===== config.mk =====
export PLATFORM = sky130hd
export DESIGN_NAME = signal_detect_mc
export DESIGN_NICKNAME = d
export VERILOG_FILES = /design/src/rtl/signal_detect_mc.sv
export SDC_FILE = /design/constraint.sdc
export NUM_CORES = 1
export LEC_CHECK = 0
export CAP_MARGIN = 20
export CORE_MARGIN = 5
export CORE_UTILIZATION = 56
export DETAILED_ROUTE_END_ITERATION = 8
export GPL_ROUTABILITY_DRIVEN = 0
export HOLD_SLACK_MARGIN = 0.1
export MAX_ROUTING_LAYER = met4
export PLACE_DENSITY = 0.78
export SETUP_SLACK_MARGIN = 0.3
export SYNTH_ARGS = -nofsm -noshare
export SYNTH_HDL_FRONTEND = slang
export SYNTH_SLANG_ARGS = --single-unit

===== constraint.sdc =====
create_clock -name i_clk -period 5.6 [get_ports i_clk]
set_input_delay 0.84 -clock i_clk [delete_from_list [all_inputs] [get_ports i_clk]]
set_output_delay 0.84 -clock i_clk [all_outputs]
set_load 0.05 [all_outputs]

===== src/rtl/signal_detect_mc.sv =====
// Multi-channel run-length symbol detector (PWM / OWT). Optional per-channel
// saturating error counters are built when SIGNAL_DETECT_MC_ERR_CNT_EN is defined.
module signal_detect_mc_lane #(
  parameter int CNT_W     = 10,
  parameter int MODE      = 1,
  parameter int ERR_CNT_W = 8
) (
  input  logic             i_clk,
  input  logic             i_rst,
  input  logic             i_en,
  input  logic [CNT_W-1:0] i_dn,
  input  logic [CNT_W-1:0] i_up_th,
  input  logic             i_vld,
  input  logic             i_data,
`ifdef SIGNAL_DETECT_MC_ERR_CNT_EN
  input  logic                 i_err_clr,
  output logic [ERR_CNT_W-1:0] o_err_cnt,
`endif
  output logic             o_vld,
  output logic             o_data,
  output logic [CNT_W-1:0] o_len,
  output logic             o_err_short,
  output logic             o_err_long
);
  localparam logic [CNT_W-1:0] CNT_MAX = '1;

  logic [CNT_W-1:0] cnt_q, cnt_d, inc, k;
  logic             last_q, last_d;
  logic             vld_d, data_d, es_d, el_d;
  logic [CNT_W-1:0] len_d;

  assign inc = (cnt_q == CNT_MAX) ? cnt_q : cnt_q + 1'b1;
  assign k   = (cnt_q == '0) ? CNT_W'(1) : inc;

  always_comb begin
    cnt_d  = cnt_q;
    last_d = last_q;
    vld_d  = 1'b0;
    data_d = 1'b0;
    len_d  = '0;
    es_d   = 1'b0;
    el_d   = 1'b0;
    if (!i_en) begin
      cnt_d  = '0;
      last_d = 1'b0;
    end else if (!i_vld) begin
      cnt_d = '0;
    end else if (cnt_q == '0 || i_data == last_q) begin
      last_d = i_data;
      if (MODE == 1) begin
        cnt_d = k;
        if (k == i_dn) begin
          vld_d  = 1'b1;
          data_d = i_data;
          len_d  = k;
          cnt_d  = '0;
        end
      end else if (cnt_q == '0) begin
        cnt_d = k;
      end else if (cnt_q <= i_up_th) begin
        // crossing UP flags long once; afterwards the count parks at UP+1
        cnt_d = inc;
        el_d  = (cnt_q == i_up_th);
      end
    end else begin
      if (MODE == 1) begin
        es_d = (cnt_q < i_dn);
      end else if (cnt_q <= i_up_th) begin
        if (cnt_q < i_dn) begin
          es_d = 1'b1;
        end else begin
          vld_d  = 1'b1;
          data_d = last_q;
          len_d  = cnt_q;
        end
      end
      cnt_d  = CNT_W'(1);
      last_d = i_data;
    end
  end

  always_ff @(posedge i_clk or posedge i_rst) begin
    if (i_rst) begin
      cnt_q       <= '0;
      last_q      <= 1'b0;
      o_vld       <= 1'b0;
      o_data      <= 1'b0;
      o_len       <= '0;
      o_err_short <= 1'b0;
      o_err_long  <= 1'b0;
    end else begin
      cnt_q       <= cnt_d;
      last_q      <= last_d;
      o_vld       <= vld_d;
      o_data      <= data_d;
      o_len       <= len_d;
      o_err_short <= es_d;
      o_err_long  <= el_d;
    end
  end

`ifdef SIGNAL_DETECT_MC_ERR_CNT_EN
  logic [ERR_CNT_W-1:0] ecnt_q;
  always_ff @(posedge i_clk or posedge i_rst) begin
    if (i_rst)                                  ecnt_q <= '0;
    else if (i_err_clr)                         ecnt_q <= '0;
    else if ((es_d || el_d) && ecnt_q != '1)    ecnt_q <= ecnt_q + 1'b1;
  end
  assign o_err_cnt = ecnt_q;
`endif
endmodule

module signal_detect_mc #(
  parameter int CH_NUM    = 4,
  parameter int CNT_W     = 10,
  parameter int MODE      = 1,
  parameter int ERR_CNT_W = 8
) (
  input  logic                    i_clk,
  input  logic                    i_rst,
  input  logic                    i_en,
  input  logic [CNT_W-1:0]        i_dn_th,
  input  logic [CNT_W-1:0]        i_up_th,
  input  logic [CH_NUM-1:0]       i_vld,
  input  logic [CH_NUM-1:0]       i_vld_data,
`ifdef SIGNAL_DETECT_MC_ERR_CNT_EN
  input  logic                    i_err_clr,
  output logic [CH_NUM*ERR_CNT_W-1:0] o_err_cnt,
`endif
  output logic [CH_NUM-1:0]       o_vld,
  output logic [CH_NUM-1:0]       o_vld_data,
  output logic [CH_NUM*CNT_W-1:0] o_len,
  output logic [CH_NUM-1:0]       o_err_short,
  output logic [CH_NUM-1:0]       o_err_long
);
  // a zero DN threshold behaves as one
  logic [CNT_W-1:0] dn_eff;
  assign dn_eff = (i_dn_th == '0) ? CNT_W'(1) : i_dn_th;

  for (genvar c = 0; c < CH_NUM; c++) begin : g_lane
    signal_detect_mc_lane #(.CNT_W(CNT_W), .MODE(MODE), .ERR_CNT_W(ERR_CNT_W)) u_lane (
      .i_clk       (i_clk),
      .i_rst       (i_rst),
      .i_en        (i_en),
      .i_dn        (dn_eff),
      .i_up_th     (i_up_th),
      .i_vld       (i_vld[c]),
      .i_data      (i_vld_data[c]),
`ifdef SIGNAL_DETECT_MC_ERR_CNT_EN
      .i_err_clr   (i_err_clr),
      .o_err_cnt   (o_err_cnt[c*ERR_CNT_W +: ERR_CNT_W]),
`endif
      .o_vld       (o_vld[c]),
      .o_data      (o_vld_data[c]),
      .o_len       (o_len[c*CNT_W +: CNT_W]),
      .o_err_short (o_err_short[c]),
      .o_err_long  (o_err_long[c])
    );
  end
endmodule


==> results.toml, run 1 <==
[run_status]
status = "completed"

[synthesis]
syn_inst = 681
synth_seq_cells = 96
yosysTopAreaCell = "dfrtp_1"
synth_top_area_share_pct = 37.8
synth_enable_flop_cells = 0
synth.distinct_cells = 72
syn_area_per_cell_sq_um = 9.33
netlist_top_cells_area = "dfrtp_1, ha_1, nor3_1, xnor2_1, nor2_1"
synth-seq-area-share_pct = 37.8
synthFlopType = "dfrtp_1"
async_flop_share_pct = 100
syn_area_sq_mm = 0.00635
yosysWarnings = 0

[sta]
finalSetupViolations = 0
skew_ns = 0.0100
hold_violations = 0
slew_viol_final = 0
rsz0062_at_grt = "false"
fin_crit_sh_pct = 71.1
period_needed_ns = 3.98
worstMarginPinSlew_ns = 1.08
fmax_ghz = 0.251
slew_headroom_pct = 27.7
tns_ns = 0

[job]
max-cap-violations = 0

[clock_tree]
clock_latency_ns = 0.36
cts.htree.levels = 3
numCtsBuffers = 9
cts_tree = "yes"
clockRootBuffer = "clkbuf_16"
cts.sinks = 96
cts_resized = 0
cts_hold_buf = 0
clk_pin_slew_ns = 0.06
post_cts_buffers = 0
clockBufferDepth = 2

[final_layout]
fin_nets = 795
final_common_cell = "dfrtp_1"
nFillCells = 928
final_area_sq_mm = 0.00726
most-common-layout-cells = "dfrtp_1, clkdlybuf4s50_1, ha_1"
antenna_cells = 0
drive_gt1_share_pct = 5.26
syn_to_final_growth_pct = 14.2

[worst_setup_path]
required_ns = 5.79
r2r_slack_ns = 1.98
cp_data_arrival_time_ns = 4.17
regToRegStartpoint = "g_lane[2].u_lane.cnt_q[0]"
start_kind = "input port"
cp-startpoint = "i_dn_th[8]"
crit_type = "input port to flip-flop"
crit_fanout = 21
reg2reg_depth = 8
crit_end = "g_lane[1].u_lane.cnt_q[1]"
r2r-end = "g_lane[2].u_lane.cnt_q[2]"
worstSetupEndpointType = "flip-flop"

[hold_path]
hold_class = "flip-flop to flip-flop"

[die]
die_w_um = 117
pin_count = 87
die_h_um = 117
coreArea_sq_mm = 0.0113
num_rows = 39
die_area_sq_mm = 0.0136
start_util_pct = 56.4

[power]
power_switching_w = 0.000353
comb_power_share_pct = 10.2
p_clk_share_pct = 39.9
p_seq_share_pct = 49.9
power_density_mw_per_mm2 = 194
switching_share_pct = 25.1
p_int_w = 0.00105
ir_worst_vdd_mv = 0.186
leakagePower_nw = 3.06

[routing]
via_count = 5705
drc = 0
drtIter0Drc = 593
wl_per_cell_um = 19.1
ant_nets = 0
drt-total-wl_um = 16500
first_pass_iters = 6
routed_via_density = 6.59

[global_route]
grt_antenna_before_repair = 0
grt_pass1_vias = 5491
gr-total-overflow = 0
gr-usage-all-layers_pct = 26.4
grt_pass1_wl_um = 27400
grt_max_degree = 52

[placed_design]
place_area_sq_mm = 0.00700
port_buffers = 72
hpwlAfterDp_um = 11900
Yosys cell counts, drive strengths merged, types with 4 or more instances:
library cell / count
ha: 44
nor4: 21
a2111oi: 5
o21ai: 32
nand2: 39
o31ai: 4
a21o: 11
xor2: 6
nand2b: 5
nand4: 21
o31a: 4
xnor2: 21
nor2: 42
a211oi: 7
dfrtp: 96
nor3: 50
a21oi: 19
o211ai: 9
nor3b: 17
buf: 32
o2111ai: 4
clkbuf: 17
inv: 24
o21a: 8
nand3: 22
or4: 5
a31oi: 11
nor2b: 13
and3: 14
or3: 9
and4: 8
and2: 12
mux2i: 10
sequential cells by signal (all words and copies together) (netlist names):
register and cells:
g_lane.u_lane.o_err_short 4, g_lane.u_lane.cnt_q 40, g_lane.u_lane.o_data 4, g_lane.u_lane.last_q 4, g_lane.u_lane.o_vld 4, g_lane.u_lane.o_len 40
stage by stage:
step | setup slack (ns) | power, W | utilization (%) | hold slack [ns] | std cells
after CTS | 1.74 | 0.00142 | 64.4 | 0.582 | 866
final | 1.62 | 0.00141 | 64.4 | 0.577 | 866
after global routing | 1.52 | 0.00146 | 64.4 | 0.632 | 866
after detailed placement | 1.36 | 0.000857 | 62.1 | 0.567 | 852
after floorplan | 2.25 | 0.000810 | - | 0.529 | 684
after global placement | 1.46 | 0.000851 | 62.1 | 0.548 | 852
cell families after synthesis:
logic type	count (synthesis)	synth area share (%)
DFF	96	37.8
adders and majority gates	44	8.66
other	1	0.0590
AOI/OAI and AO/OA	141	15.5
xor gates and xnor gates	27	3.72
muxes	12	2.13
buffers and inverters	74	5.91
and+or+nand+nor	286	26.3
critical path, cell delays in order:
cell and delay (ns):
clkdlybuf4s50_1 0.88, nor3_1 0.17, a41oi_2 0.68, nor4_1 0.14
nor4b_1 0.44, nand2_1 0.10, or4_4 0.69, nor3b_1 0.21
layout make-up:
class                      instances  area [sq um]  area share (%)
timing repair buffer              74           736            10.1
tap                              143           179            2.47
multi-input combinational        514          3590            49.4
sequential                        96          2400            33.1
clock inverter                     1          5.00          0.0690
inverter                          25          96.3            1.33
clock buffer                      13           250            3.45
power groups by stage:
| stage | clock network (W) | registers, W | logic, W |
|---|---|---|---|
| floorplan | 0 | 0.000714 | 0.0000960 |
| global placement | 0 | 0.000715 | 0.000136 |
| detailed placement | 0 | 0.000715 | 0.000141 |
| CTS | 0.000572 | 0.000702 | 0.000142 |
| global route | 0.000598 | 0.000703 | 0.000158 |
| finish | 0.000561 | 0.000702 | 0.000143 |
how the worst min path moves through the flow:
stage	start	end	slack [ns]	cells past startpoint
after floorplan	g_lane[0].u_lane.last_q	g_lane[0].u_lane.last_q	0.53	2
after global placement	g_lane[3].u_lane.last_q	g_lane[3].u_lane.last_q	0.55	2
after detailed placement	g_lane[0].u_lane.last_q	g_lane[0].u_lane.last_q	0.57	2
after CTS	g_lane[0].u_lane.last_q	g_lane[0].u_lane.last_q	0.58	2
after global routing	g_lane[0].u_lane.last_q	g_lane[0].u_lane.last_q	0.63	2
final	g_lane[0].u_lane.last_q	g_lane[0].u_lane.last_q	0.58	2
per-layer routing:
layer | GRT usage (%) | share of wire [%] | wire [um] | vias to the layer above
met5 | - | 0 | 0 | -
met4 | 13.3 | 3.9 | 639 | 0
met3 | 4.40 | 8.7 | 1430 | 63
met2 | 40.0 | 46 | 7670 | 314
met1 | 34.1 | 41 | 6760 | 2722
li1 | - | - | - | 2606
Power figures use the tool's default switching activity.
==> run 2, diff against run 1 <==
clock period = 3.8 ns   (was 5.6 ns; I/O delays follow)
==> results.toml, run 2 (synthesis gave the netlist of run 1 again) <==
[final_layout]
final_common_cell = "dfrtp_1"
most-common-layout-cells = "dfrtp_1, clkdlybuf4s50_1, ha_1"
antenna_cells = 0
largestRegisters = "g_lane.u_lane.cnt_q (40), g_lane.u_lane.o_len (40)"
drive_gt1_share_pct = 8.33
register_area_sq_mm = 0.00240
fin_nets = 815
nFillCells = 910
syn_to_final_growth_pct = 17.2
multiInputGateArea_sq_mm = 0.00360

[worst_setup_path]
r2r_slack_ns = 0.56
slowest_delay_ns = 0.65
crit_fanout = 9
regToRegStartpoint = "g_lane[2].u_lane.cnt_q[1]"
cpLargestDelayFamily = "simple AND/OR/NAND/NOR gates"
required_ns = 4.07
slowest_stage = "a2111oi_0"
path_buf_inv = 1
cp-startpoint = "g_lane[2].u_lane.cnt_q[1]"
crit_type = "flip-flop to flip-flop"
crit_chain = "ha_1, and3_1, a31oi_1, a31o_2, a2111oi_0, nand4_1, buf_4, nor3_4, nor3b_1"
cp_data_arrival_time_ns = 3.51
r2r-end = "g_lane[2].u_lane.o_len[5]"
reg2reg_depth = 9
start_kind = "flip-flop"
worstSetupEndpointType = "flip-flop"

[power]
p_int_w = 0.00158
p_seq_share_pct = 49.2
power_density_mw_per_mm2 = 283
ir_worst_vdd_mv = 0.300
comb_power_share_pct = 10.8
switching_share_pct = 24.9
p_clk_share_pct = 40.1
power_switching_w = 0.000523
leakagePower_nw = 3.18

[sta]
fmax_ghz = 0.309
worstMarginPinSlew_ns = 0.855
fin_crit_sh_pct = 85.1
rsz0062_at_grt = "false"
slew_viol_final = 0
holdWs_ns = 0.577
tns_ns = 0
skew_ns = 0.00915
period_needed_ns = 3.24
slew_headroom_pct = 41.5
finalSetupViolations = 0
hold_violations = 0

[die]
pin_count = 87
num_rows = 39
coreArea_sq_mm = 0.0113
die_area_sq_mm = 0.0136
die_w_um = 117
die_h_um = 117
start_util_pct = 56.4

[clock_tree]
clock_latency_ns = 0.36
clk_pin_slew_ns = 0.07
numCtsBuffers = 9
cts_tree = "yes"
clockBufferDepth = 2
clockRootBuffer = "clkbuf_16"
cts.htree.levels = 3
cts.sinks = 96

[global_route]
gr-total-overflow = 0
grt_max_degree = 50
grt_pass1_wl_um = 27400
grt_pass1_vias = 5491
gr-usage-all-layers_pct = 26.8
grt_antenna_before_repair = 0

[routing]
drt-total-wl_um = 17000
ant_nets = 0
wl_per_cell_um = 19.1
via_count = 5748
first_pass_iters = 7
drtIter0Drc = 463
routed_via_density = 6.48
drc = 0

[placed_design]
port_buffers = 72
hpwlAfterDp_um = 12100

[run_status]
status = "completed"

[job]
max-cap-violations = 0

[hold_path]
min_to = "g_lane[3].u_lane.last_q"
hold_class = "flip-flop to flip-flop"
min_from = "g_lane[3].u_lane.last_q"
whs_path_depth = 2
## run 2: changes by cell type in the layout (fill, tap and decap cells not counted), sizes merged
| cell | previous run | this run |
|---|---|---|
| buf | 2 | 22 |
| clkbuf | 13 | 12 |
| clkinv | 2 | 3 |
| clkinvlp | 0 | 1 |
## run 2: worst reg2reg max path, cell delays in order, from the launching register on
cell and delay, ns:
dfrtp_1 0.45, ha_1 0.30, and3_1 0.39, a31oi_1 0.17, a31o_2 0.27, a2111oi_0 0.65
nand4_1 0.17, buf_4 0.21, nor3_4 0.30, nor3b_1 0.24
## run 2: what timing repair did
action	4_1_cts	5_1_grt
resized for setup	0	2
hold buffers	0	0
buffers inserted	0	6
endpoints found under the setup margin	0	29
## run 2: final cells by class
type / instances / area share, %
Timing Repair Buffer: 94 / 12.1
Multi-Input combinational cell: 514 / 48.3
Clock inverter: 3 / 0.235
Tap cell: 143 / 2.40
Clock buffer: 12 / 3.44
Inverter: 25 / 1.29
Sequential cell: 96 / 32.3
## run 2: layer usage
metal	track usage, %	routed length (um)	up-vias
li1	-	-	2628
met1	34.7	6790	2729
met4	11.8	652	0
met2	40.0	7900	322
met3	6.53	1640	69
met5	-	0	-
## run 2: how the worst max path moves through the flow
| stage | end | slack (ns) | depth (start not counted) |
|---|---|---|---|
| after detailed placement | g_lane[1].u_lane.cnt_q[2] | 0.41 | 8 |
| after floorplan | g_lane[0].u_lane.cnt_q[0] | 0.72 | 1 |
| after global routing | g_lane[0].u_lane.o_data | 0.41 | 8 |
| after CTS | g_lane[2].u_lane.cnt_q[2] | 0.48 | 8 |
| after global placement | g_lane[2].u_lane.cnt_q[2] | 0.47 | 7 |
| final | g_lane[2].u_lane.o_len[5] | 0.56 | 9 |
## run 2: power groups by stage
stage / Clock, W / Combinational (W) / Sequential, W
2_1_floorplan: 0 / 0.000141 / 0.00105
3_3_place_gp: 0 / 0.000216 / 0.00105
3_5_place_dp: 0 / 0.000221 / 0.00105
4_1_cts: 0.000860 / 0.000223 / 0.00103
5_1_grt: 0.000908 / 0.000249 / 0.00104
6_report: 0.000844 / 0.000227 / 0.00104
## run 2: metrics by stage
| stage | std cells | power, W | utilization, % | area [sq um] | worst slack, ns |
|---|---|---|---|---|---|
| 2_1_floorplan | 684 | 0.00119 | - | 6370 | 0.725 |
| 5_1_grt | 887 | 0.00219 | 66.1 | 7450 | 0.406 |
| 3_3_place_gp | 866 | 0.00127 | 63.2 | 7120 | 0.469 |
| 4_1_cts | 881 | 0.00212 | 65.6 | 7390 | 0.481 |
| 3_5_place_dp | 866 | 0.00128 | 63.2 | 7120 | 0.412 |
| 6_report | 887 | 0.00211 | 66.1 | 7450 | 0.565 |
==> run 3, diff against run 2 <==
ABC_CLOCK_PERIOD_IN_PS = 3800   (was not set)
CORE_MARGIN = not set   (was 5)
==> results.toml, run 3 (synthesis gave the netlist of run 1 again) <==
[final_layout]
most-common-layout-cells = "dfrtp_1, clkdlybuf4s50_1, ha_1"
largestRegisters = "g_lane.u_lane.cnt_q (40), g_lane.u_lane.o_len (40)"
syn_to_final_growth_pct = 17.0
nFillCells = 889
final_cells = 882
antenna_cells = 0
multiInputGateArea_sq_mm = 0.00359
drive_gt1_share_pct = 8.09
register_area_sq_mm = 0.00240
final_common_cell = "dfrtp_1"
fin_nets = 812

[worst_setup_path]
cp-startpoint = "g_lane[2].u_lane.cnt_q[0]"
slowest_stage = "a311oi_1"
crit_fanout = 9
regToRegStartpoint = "g_lane[2].u_lane.cnt_q[0]"
crit_type = "flip-flop to flip-flop"
start_kind = "flip-flop"
worstSetupEndpointType = "flip-flop"
required_ns = 4.01
slowest_delay_ns = 0.61
cp_data_arrival_time_ns = 3.52
crit_chain = "ha_1, and3_1, a311oi_1, nor3_1, nor4_1, nand4_1, nor2_1, nor4_1"
worst_path_most_repeated_cell = "nor4_1"

[clock_tree]
clockRootBuffer = "clkbuf_16"
clock_latency_ns = 0.36
numCtsBuffers = 9
cts.htree.levels = 3
cts.sinks = 96
clk_pin_slew_ns = 0.06
cts_tree = "yes"
cts_resized = 0
post_cts_buffers = 0
cts_hold_buf = 0
clockBufferDepth = 2

[routing]
drt-total-wl_um = 16700
first_pass_iters = 5
via_count = 5710
wl_per_cell_um = 18.9
drtIter0Drc = 427
drc = 0
ant_nets = 0
routed_via_density = 6.47

[sta]
worstMarginPinSlew_ns = 0.618
finalSetupViolations = 0
hold_violations = 0
skew_ns = 0.00719
tns_ns = 0
fin_crit_sh_pct = 87.2
rsz0062_at_grt = "false"
fmax_ghz = 0.302
slew_viol_final = 0
slew_headroom_pct = 58.5
period_needed_ns = 3.31

[run_status]
status = "completed"

[die]
pin_count = 87
die_area_sq_mm = 0.0118
coreArea_sq_mm = 0.0109
die_w_um = 109
num_rows = 38
start_util_pct = 58.1
die_h_um = 109

[global_route]
grt_antenna_before_repair = 0
gr-usage-all-layers_pct = 31.0
gr-total-overflow = 0
grt_pass1_wl_um = 27000
grt_pass1_vias = 5416
grt_max_degree = 40

[hold_path]
min_from = "g_lane[0].u_lane.last_q"
hold_class = "flip-flop to flip-flop"

[power]
power_density_mw_per_mm2 = 295
ir_worst_vdd_mv = 0.278
leakagePower_nw = 3.17

[placed_design]
hpwlAfterDp_um = 12100
place_inst = 866
port_buffers = 72

[job]
max-cap-violations = 0
run 3: cell types whose count changed in the layout (fill, tap and decap cells not counted):
cell        delta
buf_12         -1
buf_4          -2
bufinv_16      +1
clkbuf_1       -1
clkinvlp_4     +1
nor2_1         +1
nor2_2         -1
nor3_2         +1
nor3_4         -1
run 3: through the flow:
stage / utilization (%) / cell area (sq um) / hold slack, ns / total power [W] / setup WS, ns
floorplan: - / 6370 / 0.529 / 0.00119 / 0.725
global placement: 65.2 / 7130 / 0.549 / 0.00127 / 0.490
CTS: 68.0 / 7430 / 0.577 / 0.00221 / 0.583
global route: 68.0 / 7430 / 0.612 / 0.00227 / 0.324
finish: 68.0 / 7430 / 0.572 / 0.00219 / 0.487
detailed placement: 65.2 / 7130 / 0.563 / 0.00128 / 0.439
run 3: path summary, 6_finish.rpt:
kind	end	slack, ns	depth (start not counted)
setup / recovery	g_lane[2].u_lane.cnt_q[3]	0.49	8
hold / removal	g_lane[0].u_lane.last_q	0.57	2
setup reg to reg	g_lane[2].u_lane.cnt_q[3]	0.49	8
hold reg to reg	g_lane[0].u_lane.last_q	0.57	2
max in group asynchronous	g_lane[3].u_lane.o_err_short	2.43	3
min in group asynchronous	g_lane[0].u_lane.cnt_q[6]	0.61	2
run 3: report_power, final:
| part | switching (W) | internal, W |
|---|---|---|
| Sequential | 0.00000716 | 0.00103 |
| Clock | 0.000387 | 0.000543 |
| Combinational | 0.000144 | 0.0000815 |
run 3: cell type report:
class	count	share of cell area, %
Tap cell	140	2.36
Clock buffer	11	3.40
Timing Repair Buffer	91	11.6
Clock inverter	5	0.741
Sequential cell	96	32.3
Multi-Input combinational cell	514	48.3
Inverter	25	1.30
run 3: worst max-delay path, delay by kind of cell, from the launching register on:
kind,cells,cell delay [ns]
AO/OA/AOI/OAI,1,0.61
adder cells (fa/ha/maj),1,0.30
flip-flops,1,0.47
AND/OR/NAND/NOR,6,1.78
run 3: metal layers:
layer  GRT usage (%)  vias to the layer above  share of wire [%]
li1                -                     2635                  -
met1            40.8                     2708                 42
met2            45.2                      320                 46
met3            5.42                       47                9.0
met4            17.1                        0                3.5
met5               -                        -                  0
